<file path="src/rtl/sb_pkg.sv">
// Shared constants and types for the GPR write scoreboard.
package sb_pkg;
    localparam int NUM_REGS  = 32;
    localparam int CNT_W     = 2;
    localparam int REG_IDX_W = 5;
    localparam int FLUSH_WIN = 4;

    typedef logic [CNT_W-1:0] sb_cnt_t;
endpackage

</file>
<file path="src/rtl/sb_counter.sv">
// Pending-write counter for one GPR: +1 on issue, -1 on retire, cleared by flush.
module sb_counter #(
    parameter int CNT_W = sb_pkg::CNT_W
) (
    input  logic             clk,
    input  logic             reset,
    input  logic             inc,
    input  logic             dec,
    input  logic             clr,
    output logic [CNT_W-1:0] cnt,
    output logic             zero,
    output logic             sat,
    output logic             underflow
);
    logic [CNT_W-1:0] r_cnt;

    assign cnt       = r_cnt;
    assign zero      = (r_cnt == '0);
    assign sat       = (r_cnt == '1);
    // A retire paired with a same-cycle issue is a net no-op, never an underflow.
    assign underflow = dec && !inc && zero;

    always_ff @(posedge clk) begin
        if (reset || clr) begin
            r_cnt <= '0;
        end else if (inc && !dec && !sat) begin
            r_cnt <= r_cnt + CNT_W'(1);
        end else if (dec && !inc && !zero) begin
            r_cnt <= r_cnt - CNT_W'(1);
        end
    end
endmodule

</file>
<file path="src/rtl/reg_scoreboard.sv">
// GPR dependency scoreboard for ID: per-register pending-write counters drive ds_stall.
// Optional build macro SB_WB_BYPASS_EN: a source whose only pending write is retiring this cycle does not stall.
module reg_scoreboard #(
    parameter int NUM_REGS = sb_pkg::NUM_REGS,
    parameter int CNT_W    = sb_pkg::CNT_W
) (
    input  logic       clk,
    input  logic       reset,
    input  logic       ds_valid,
    input  logic [4:0] ds_rj,
    input  logic [4:0] ds_rk,
    input  logic [4:0] ds_rd,
    input  logic       ds_rj_use,
    input  logic       ds_rk_use,
    input  logic       ds_rd_use,
    input  logic       ds_gr_we,
    input  logic [4:0] ds_dest,
    input  logic       ds_fire,
    input  logic       ws_we,
    input  logic [4:0] ws_dest,
    input  logic       flush,
    output logic       ds_stall,
    output logic [6:0] sb_inflight,
    output logic       sb_err
);
    import sb_pkg::*;

    localparam int WIN_W = $clog2(FLUSH_WIN + 1);

    logic [NUM_REGS-1:0][CNT_W-1:0] w_cnt;
    logic [NUM_REGS-1:0]            w_zero;
    logic [NUM_REGS-1:0]            w_sat;
    logic [NUM_REGS-1:0]            w_uf;

    logic       w_issue, w_retire, w_retire_cnt, w_quiet;
    logic       w_haz_rj, w_haz_rk, w_haz_rd, w_haz_sat;
    logic       w_byp_rj, w_byp_rk, w_byp_rd;
    logic [6:0] r_inflight;
    logic       r_err;
    logic [WIN_W-1:0] r_win;

    // r0 is hard-wired: never pending, never saturated, never underflows.
    assign w_cnt[0]  = '0;
    assign w_zero[0] = 1'b1;
    assign w_sat[0]  = 1'b0;
    assign w_uf[0]   = 1'b0;

    for (genvar i = 1; i < NUM_REGS; i++) begin : g_cnt
        sb_counter #(.CNT_W(CNT_W)) u_cnt (
            .clk       (clk),
            .reset     (reset),
            .inc       (w_issue && (ds_dest == REG_IDX_W'(i))),
            .dec       (w_retire && (ws_dest == REG_IDX_W'(i))),
            .clr       (flush),
            .cnt       (w_cnt[i]),
            .zero      (w_zero[i]),
            .sat       (w_sat[i]),
            .underflow (w_uf[i])
        );
    end

`ifdef SB_WB_BYPASS_EN
    assign w_byp_rj = ws_we && (ws_dest == ds_rj) && (w_cnt[ds_rj] == CNT_W'(1));
    assign w_byp_rk = ws_we && (ws_dest == ds_rk) && (w_cnt[ds_rk] == CNT_W'(1));
    assign w_byp_rd = ws_we && (ws_dest == ds_rd) && (w_cnt[ds_rd] == CNT_W'(1));
`else
    logic w_unused_cnt;
    assign w_unused_cnt = ^w_cnt;
    assign w_byp_rj = 1'b0;
    assign w_byp_rk = 1'b0;
    assign w_byp_rd = 1'b0;
`endif

    assign w_haz_rj  = ds_valid && ds_rj_use && (ds_rj != '0) && !w_zero[ds_rj] && !w_byp_rj;
    assign w_haz_rk  = ds_valid && ds_rk_use && (ds_rk != '0) && !w_zero[ds_rk] && !w_byp_rk;
    assign w_haz_rd  = ds_valid && ds_rd_use && (ds_rd != '0) && !w_zero[ds_rd] && !w_byp_rd;
    assign w_haz_sat = ds_valid && ds_gr_we && (ds_dest != '0) && w_sat[ds_dest];
    assign ds_stall  = w_haz_rj || w_haz_rk || w_haz_rd || w_haz_sat;

    // A fire that arrives while stalled is discarded rather than trusted.
    assign w_issue      = ds_fire && !ds_stall && ds_gr_we && (ds_dest != '0);
    assign w_retire     = ws_we && (ws_dest != '0);
    assign w_retire_cnt = w_retire && !w_uf[ws_dest];
    assign w_quiet      = flush || (r_win != '0);

    always_ff @(posedge clk) begin
        if (reset) begin
            r_inflight <= '0;
            r_err      <= 1'b0;
            r_win      <= '0;
        end else if (flush) begin
            r_inflight <= '0;
            r_err      <= 1'b0;
            r_win      <= WIN_W'(FLUSH_WIN);
        end else begin
            r_inflight <= r_inflight + {6'b0, w_issue} - {6'b0, w_retire_cnt};
            if ((|w_uf) && !w_quiet) begin
                r_err <= 1'b1;
            end
            if (r_win != '0) begin
                r_win <= r_win - WIN_W'(1);
            end
        end
    end

    assign sb_inflight = r_inflight;
    assign sb_err      = r_err;
endmodule

</file>
<file path="config.mk">
export PLATFORM = sky130hd
export DESIGN_NAME = reg_scoreboard
export DESIGN_NICKNAME = d
export VERILOG_FILES = /design/src/rtl/sb_pkg.sv /design/src/rtl/sb_counter.sv /design/src/rtl/reg_scoreboard.sv
export SDC_FILE = /design/constraint.sdc
export NUM_CORES = 1
export LEC_CHECK = 0
export ABC_AREA = 1
export ABC_CLOCK_PERIOD_IN_PS = 11550
export CORE_ASPECT_RATIO = 2
export CORE_MARGIN = 2
export CORE_UTILIZATION = 45
export DETAILED_ROUTE_END_ITERATION = 6
export PLACE_DENSITY = 0.72
export SYNTH_ARGS = -nofsm -noshare
export SYNTH_HDL_FRONTEND = slang
export SYNTH_SLANG_ARGS = --single-unit
</file>
<file path="constraint.sdc">
create_clock -name clk -period 11.55 [get_ports clk]
set_input_delay 2.31 -clock clk [delete_from_list [all_inputs] [get_ports clk]]
set_output_delay 2.31 -clock clk [all_outputs]
set_load 0.05 [all_outputs]
</file>
# After elaboration in Yosys (flattened, before gate mapping)

Index checks and enable logic that the tools add are counted.

Add/subtract/negate cells: 65
Magnitude comparators: 5
Equal/unequal tests: 93
Multiplexer cells: 74
Reduce and logical (&&, ||, !) cells: 441

Operators by type and width:

| cell                  | number |
|---|---|
| $logic_and A1 B1 Y1   | 235 |
| $eq A5 B5 Y1 const B  | 32 |
| $logic_not A1 Y1      | 130 |
| $mux W2               | 62 |
| $eq A5 B4 Y1 const B  | 16 |
| $reduce_bool A2 Y1    | 32 |
| $add A2 B1 Y2 const B | 31 |
| $eq A2 B2 Y1 const B  | 31 |
| $logic_not A2 Y1      | 31 |
| $sub A2 B1 Y2 const B | 31 |
| $eq A5 B3 Y1 const B  | 8 |
| $reduce_or A31 Y1     | 1 |
| $lt A5 B6 Y1 const B  | 5 |
| $bmux W1 S5           | 5 |
| $reduce_bool A5 Y1    | 5 |
| $eq A5 B2 Y1 const B  | 4 |
| $eq A5 B1 Y1 const B  | 2 |
| $add A7 B1 Y7         | 1 |
| $sub A7 B1 Y7         | 1 |
| $mux W3               | 2 |
| $logic_or A1 B1 Y1    | 5 |
| $mux W1               | 5 |
| $reduce_bool A3 Y1    | 1 |
| $sub A3 B1 Y3 const B | 1 |
| $reduce_or A2 Y1      | 1 |

Bits in registers: 73
Output and inout bits: 9

# Longest topological paths before layout

Gate-level depths: netlist of the first run.

Word-level depth: 21
Gate-level depth with buffers: 36
Mapped depth without buffers: 34

# Hierarchy

Synthesis of the first run repeated with hierarchy kept, for this count alone.

Cell total of the unflattened synthesis: 1328
Area total of the unflattened synthesis: 7683.6 um^2

Modules (own cells, without submodules):

| module         | times used | cells each | area each (um^2) |
|---|---|---|---|
| sb_counter     | 31         | 23         | 150.1 |
| reg_scoreboard | 1          | 615        | 3029.2 |

# Worst setup path after synthesis of the first run

Ideal clock, no wire load.

Kind: input to output
Start: input port ds_rj[0]
End: output port ds_stall
Arrival time: 3.875 ns
Data required time: 9.240 ns
Path slack: 5.365 ns
Cell stages on the path: 14
Buffers on the path: 3
Cell sequence: buf_2 > inv_1 > buf_2 > nand2_1 > nand3_1 > nand2_1 > nand2_1 > nand3_1 > nand2_1 > nand3_1 > nand2_1 > nor2_8 > buf_6 > inv_1

Cells in the longest elaborated chain, start to end: 7
Elaborated cells between the ends (all ways): 9

RTL lines:

| what                                 | line                 | source |
|---|---|---|
| from (decl)                          | reg_scoreboard.sv:10 | `input logic [4:0] ds_rj,` |
| $bmux W1 S5                          | reg_scoreboard.sv:74 | `assign w_haz_rj = ds_valid && ds_rj_use && (ds_rj != '0) && !w_zero[ds_rj] && !w_byp_rj;` |
| $mux W1 (implied by the code)        | reg_scoreboard.sv:74 |  |
| $logic_not A1 Y1                     | reg_scoreboard.sv:74 |  |
| $logic_and A1 B1 Y1 (*)              | reg_scoreboard.sv:74 |  |
| $logic_or A1 B1 Y1 (*) (3 in series) | reg_scoreboard.sv:78 | `assign ds_stall = w_haz_rj \|\| w_haz_rk \|\| w_haz_rd \|\| w_haz_sat;` |
| to (decl)                            | reg_scoreboard.sv:22 | `output logic ds_stall,` |

Mark *: on every way between the ends. The rest lies on a longest branch, timed or not. The select of a mux whose other input is x is not followed.

# Final worst setup path of the first run

Ends and elaborated chain as after synthesis.

==> metrics, run 1 <==
top post-synthesis cells by count 338 x nand2_1, 172 x nor2_1, 142 x inv_1, 109 x nand3_1, 83 x o21ai_0; share of the synthesized area in the top cell type between 20 and 25%; Final Cycle Share 70.2%; CP required between 9 and 10 ns; Core ar. roughly 0.014 mm²; post-layout worst setup margin approximately 3.4 ns; Final Skew ~0.011 ns; Worst setup EP type output port; DRC errors left 0; vias between 7000 and 8000; antenna viol nets, final 0; first-pass GRT wire length approximately 33000 µm; grt total ovfl 0; number of synthesized flops with an enable pin 0; # diodes 0; largest net degree at the start of global routing 35; Synth Warn # 0; hold_buf cts 0; Clock power frac about two fifths; cell taking the most area after synthesis dfxtp_1; Post-Synthesis Cells 1137; Slew headroom roughly half; Port Buf Inserts between 40 and 50; Root Driver clkbuf_16; Peak supply drop between 0.06 and 0.07 mV; Clk pin slew, worst setup/hold paths ~0.060 ns; min-delay worst type reg -> reg; DIE HEIGHT ~170 µm; top_reg_cell synth dfxtp_1; Max Cap Viol 0; RSZ-0062 raised after global routing false; Fmax between 0.1 and 0.15 GHz; # rows 61; worst-skew pair later-pin latency approximately 0.36 ns; async set-reset flop share out of synthesis 0%; H-tree levels 3; TritonCTS Sinks between 70 and 80; die area approximately 0.015 mm²; Tot GR Track Use approximately 29%; final WL between 20000 and 25000 µm; Area contributors post-synth dfxtp_1 23%, nand2_1 20%, nor2_1 10%; post-detail-place hpwl about 17000 µm; Inst Count DP 1341; pwr/cell area 94.5 mW/mm²; synth unique cells 46; syn nets around 1200; starting density of the core between 40% and 50%; width of the die 88.2 µm; Comb pwr share between 20% and 30%; Setup CP Type in -> out; global placer's final weighted congestion roughly 1.0; Place WS roughly 3.5 ns; status completed; worst-margin pin slew approximately 0.73 ns; fin nets around 1200; R2R Setup Slk about 6.4 ns; sequential power share a little under two fifths; initial antenna violation count 0; average cell area after synthesis 5.61 µm²; Area Overhead vs Synth 12.4%; DRT iter0 DRCs slightly below 600; Non-Filler Instances 1357; post-layout min period 8.11 ns; Clock Tree Buf Depth 2; Leak ~3.1 nW; Final Hold Fails 0; vias per cell about 5.4; crit path launch type primary input; post-CTS setup buffers 0; final setup fails 0; most frequent cell after synthesis nand2_1; Boundary Pins 44; post-synthesis cell area 0.00637 mm²; Post-CTS Resized 0; vias in the first global route about 6900; cts bufs inserted 9; DR pass1 iterations 5; layout cells sized above 1 5.91%; total power draw between 0.6 and 0.7 mW; Synth Register Bits 73; internal power between 0.4 and 0.5 mW; Worst Path Arrival just under 6 ns; Sw Share 32.5%; CTS tree built; net switching power around 0.22 mW; max-slew violations 0; register area share after synthesis a little under a quarter; Worst Path Max Fanout 33; routed len/inst between 15 and 20 µm; setup_tns 0 ns
[worst max-delay path, stage by stage]
cell and delay [ns]:
clkdlybuf4s50_1 0.88, inv_1 0.46, nand2_1 0.17, nand3_1 0.08, nand2_1 0.10, nand2_1 0.06
nand3_1 0.07, nand2_1 0.05, nand3_1 0.11, nand2_1 0.15, nor2_8 0.53, inv_1 0.08
clkdlybuf4s50_1 0.71
[cells in the final DEF, fill, tap and decap left out, drive strengths merged]
cell type	Yosys	layout
a211oi	2	2
a21oi	68	68
a311oi	1	1
and3	1	1
buf	17	4
clkbuf	15	11
clkdlybuf4s50	0	43
clkinv	1	6
clkinvlp	0	1
dfxtp	73	73
fa	1	1
ha	10	10
inv	147	146
nand2	342	342
nand3	130	130
nand3b	1	1
nand4	2	2
nor2	177	177
nor3	23	23
nor3b	4	4
nor4	2	2
o211ai	6	6
o21a	1	1
o21ai	99	99
o21bai	7	7
o311ai	1	1
o31ai	2	2
or2	1	1
or3b	1	1
or4	1	1
xor2	1	1
[metrics by stage]
step,utilization (%),hold slack (ns),instance area [µm²]
6_report,51.6,0.456,7170
5_1_grt,51.6,0.495,7170
4_1_cts,51.6,0.452,7170
3_5_place_dp,49.6,0.443,6890
3_3_place_gp,49.6,0.441,6890
2_1_floorplan,-,0.439,6370
[kinds of logic (layout without fill, tap and decap cells)]
| logic type | count (synthesis) | after routing | share of synthesized area [%] |
|---|---|---|---|
| fa+ha+maj | 11 | 11 | 2.28 |
| compound gates | 187 | 187 | 15.7 |
| flops | 73 | 73 | 22.9 |
| xor+xnor | 1 | 1 | 0.137 |
| simple gates | 685 | 685 | 47.4 |
| buf+inv | 180 | 211 | 11.6 |
[path summary, 6_finish.rpt]
kind | endpoint | start | cells after the start
setup / recovery | ds_stall | ds_rj[0] | 13
hold / removal | sb_err | sb_err | 2
setup reg to reg | sb_inflight[6] | g_cnt[2].u_cnt.cnt[0] | 32
hold reg to reg | sb_err | sb_err | 2
[registers in the layout, summed over array words and instances (netlist names)]
| name | flops |
|---|---|
| r_win | 3 |
| sb_err | 1 |
| sb_inflight | 7 |
| g_cnt.u_cnt.cnt | 62 |
[cell type report]
| type | count | area (µm²) |
|---|---|---|
| clock buffer | 11 | 243 |
| multi-input combinational | 884 | 4180 |
| clock inverter | 5 | 31.3 |
| sequential | 73 | 1460 |
| fill | 1526 | 6720 |
| inverter | 148 | 558 |
| tap | 189 | 236 |
| timing repair buffer | 47 | 460 |
[per-layer routing]
| metal | vias to the layer above | global-route usage [%] | part of all wire [%] |
|---|---|---|---|
| li1 | 3699 | - | - |
| met1 | 3314 | 29.0 | 36 |
| met2 | 285 | 50.6 | 50 |
| met3 | 90 | 4.06 | 5.4 |
| met4 | 0 | 22.6 | 7.7 |
| met5 | - | 0 | 0 |
[power groups by stage]
stage	sequential (mW)	combinational [mW]	clock, mW
6_report	0.260	0.153	0.264
5_1_grt	0.261	0.167	0.278
4_1_cts	0.260	0.152	0.270
3_5_place_dp	0.266	0.151	0
3_3_place_gp	0.266	0.151	0
2_1_floorplan	0.278	0.0958	0
Power figures use the tool's default switching activity.
==> run 2, diff against run 1 <==
--- a/config.mk
+++ b/config.mk
@@ -6,12 +6,12 @@
 export NUM_CORES = 1
 export LEC_CHECK = 0
 export ABC_AREA = 1
-export ABC_CLOCK_PERIOD_IN_PS = 11550
+export ABC_CLOCK_PERIOD_IN_PS = 7050
 export CORE_ASPECT_RATIO = 2
 export CORE_MARGIN = 2
 export CORE_UTILIZATION = 45
 export DETAILED_ROUTE_END_ITERATION = 6
-export PLACE_DENSITY = 0.72
+export PLACE_DENSITY = 0.74
 export SYNTH_ARGS = -nofsm -noshare
 export SYNTH_HDL_FRONTEND = slang
 export SYNTH_SLANG_ARGS = --single-unit
==> constraint.sdc (replaced) <==
create_clock -name clk -period 7.05 [get_ports clk]
set_input_delay 1.41 -clock clk [delete_from_list [all_inputs] [get_ports clk]]
set_output_delay 1.41 -clock clk [all_outputs]
set_load 0.05 [all_outputs]
==> metrics, run 2 (same netlist as run 1, synthesis figures left out) <==
status completed; Root Driver clkbuf_16; Post-CTS Resized 0; CP required between 7 and 8 ns; H-tree levels 3; Final Cycle Share ~87%; most common cell after layout, fill and taps aside nand2_1; cts bufs inserted 9; largest net degree at the start of global routing 35; total power draw about 1.1 mW; Worst Path Max Fanout 23; cell area after layout between 0.007 and 0.008 mm²; width of the die between 80 and 90 µm; Final Skew between 0.009 and 0.01 ns; metal2 WL around 11000 µm; layout cells sized above 1 around 6.6%; DIE HEIGHT roughly 170 µm; Worst setup EP type flip-flop; # rows between 60 and 70; crit path launch type primary input; # diodes 0; vias in the first global route ~7000; vias around 7600; Boundary Pins 44; WHS Path Cells 2; grt total ovfl 0; Peak supply drop 0.0983 mV; TritonCTS Sinks 73; Largest register FFs between 60 and 70; R2R Setup Slk 2.09 ns; top routing layer in use met4; Clk pin slew, worst setup/hold paths 0.06 ns; max-slew violations 0; Final Hold Fails 0; Critical Path Slowest Stage Cell clkdlybuf4s50_1; Port Buf Inserts between 40 and 50; metal3 WL between 1000 and 1500 µm; Fmax ~0.16 GHz; global placer's final weighted congestion between 1 and 1.5; min-delay worst type reg -> reg; worst-margin pin slew 0.764 ns; fin nets 1220; FF-to-FF Start g_cnt[8].u_cnt.cnt[0]; Worst path max stage delay 0.68 ns; Core ar. 0.0139 mm²; hold_ws between 0.4 and 0.5 ns; starting density of the core around 46%; vias per cell between 5 and 6; post-layout min period 6.14 ns; hold_buf cts 0; post-detail-place hpwl ~17000 µm; Crit. Startpoint ds_dest[1]; first-pass GRT wire length ~34000 µm; CTS tree built; Setup CP Type in -> reg; setup_tns 0 ns; R2R cell count 32; worst-skew pair later-pin latency between 0.3 and 0.4 ns; antenna viol nets, final 0; initial antenna violation count 0; Tot GR Track Use about 29%; Worst Path Arrival ~6.4 ns; final setup fails 0; DRT iter0 DRCs 607; final core utilization approximately 52%; post-CTS setup buffers 0; Area Overhead vs Synth 13.6%; routed len/inst between 15 and 20 µm; met1 wire length just under 8000 µm; Hold EP sb_err; Slew headroom between 40% and 50%; final WL 21700 µm; pwr/cell area around 150 mW/mm²; RSZ-0062 raised after global routing false; hold_sp sb_err; cell area after placement 0.00698 mm²; die area approximately 0.015 mm²; DRC errors left 0; most frequent cells in the layout 338 x nand2_1, 171 x nor2_1, 142 x inv_1; DR pass1 iterations 5; Clock Tree Buf Depth 2; reg-to-reg endpoint sb_inflight[6]; Max Cap Viol 0; Leak 3.13 nW
run 2: cell count changes in the layout (fill, tap and decap cells not counted), sizes merged:
cell	before	now
clkbuf	11	12
inv	146	147
clkinv	6	3
buf	4	15
run 2: cell type report:
| type | count | area, µm² |
|---|---|---|
| fillers | 1539 | 6650 |
| multi-input cells | 884 | 4180 |
| flip-flops and latches | 73 | 1460 |
| inverters | 148 | 558 |
| repair buffers | 58 | 543 |
| clock buffers | 12 | 246 |
| well taps | 189 | 236 |
| clock inverters | 3 | 17.5 |
run 2: how the worst max path moves through the flow:
stage,end,slack (ns),cells after the start
2_1_floorplan,sb_inflight[6],2.07,31
3_3_place_gp,sb_inflight[6],0.71,33
3_5_place_dp,sb_inflight[6],0.61,34
4_1_cts,sb_inflight[6],0.97,34
5_1_grt,sb_inflight[6],0.47,34
6_report,sb_inflight[6],0.91,33
run 2: power by group:
group	leakage, nW	internal, mW	switching [mW]
sequential	0.589	0.421	0.00552
clock	0.128	0.245	0.185
combinational	2.41	0.0875	0.175
total	3.13	0.753	0.365
run 2: per-stage QoR:
stage | instances | worst slack [ns]
floorplan | 1137 | 2.07
global placement | 1352 | 0.713
detailed placement | 1352 | 0.615
CTS | 1367 | 0.970
global route | 1367 | 0.468
finish | 1367 | 0.913
run 2: critical path, delay by kind of cell:
family                   cells  cell delay, ns
buffers and inverters        5            0.90
adder cells (fa/ha/maj)      3            0.80
AND/OR/NAND/NOR             20            2.53
AO/OA/AOI/OAI                5            0.73
run 2: layer usage:
metal  global-route usage, %  up-vias
li1                        -     3721
met1                    30.2     3437
met2                    53.3      296
met3                    3.77       98
met4                    20.4        0
met5                       0        -
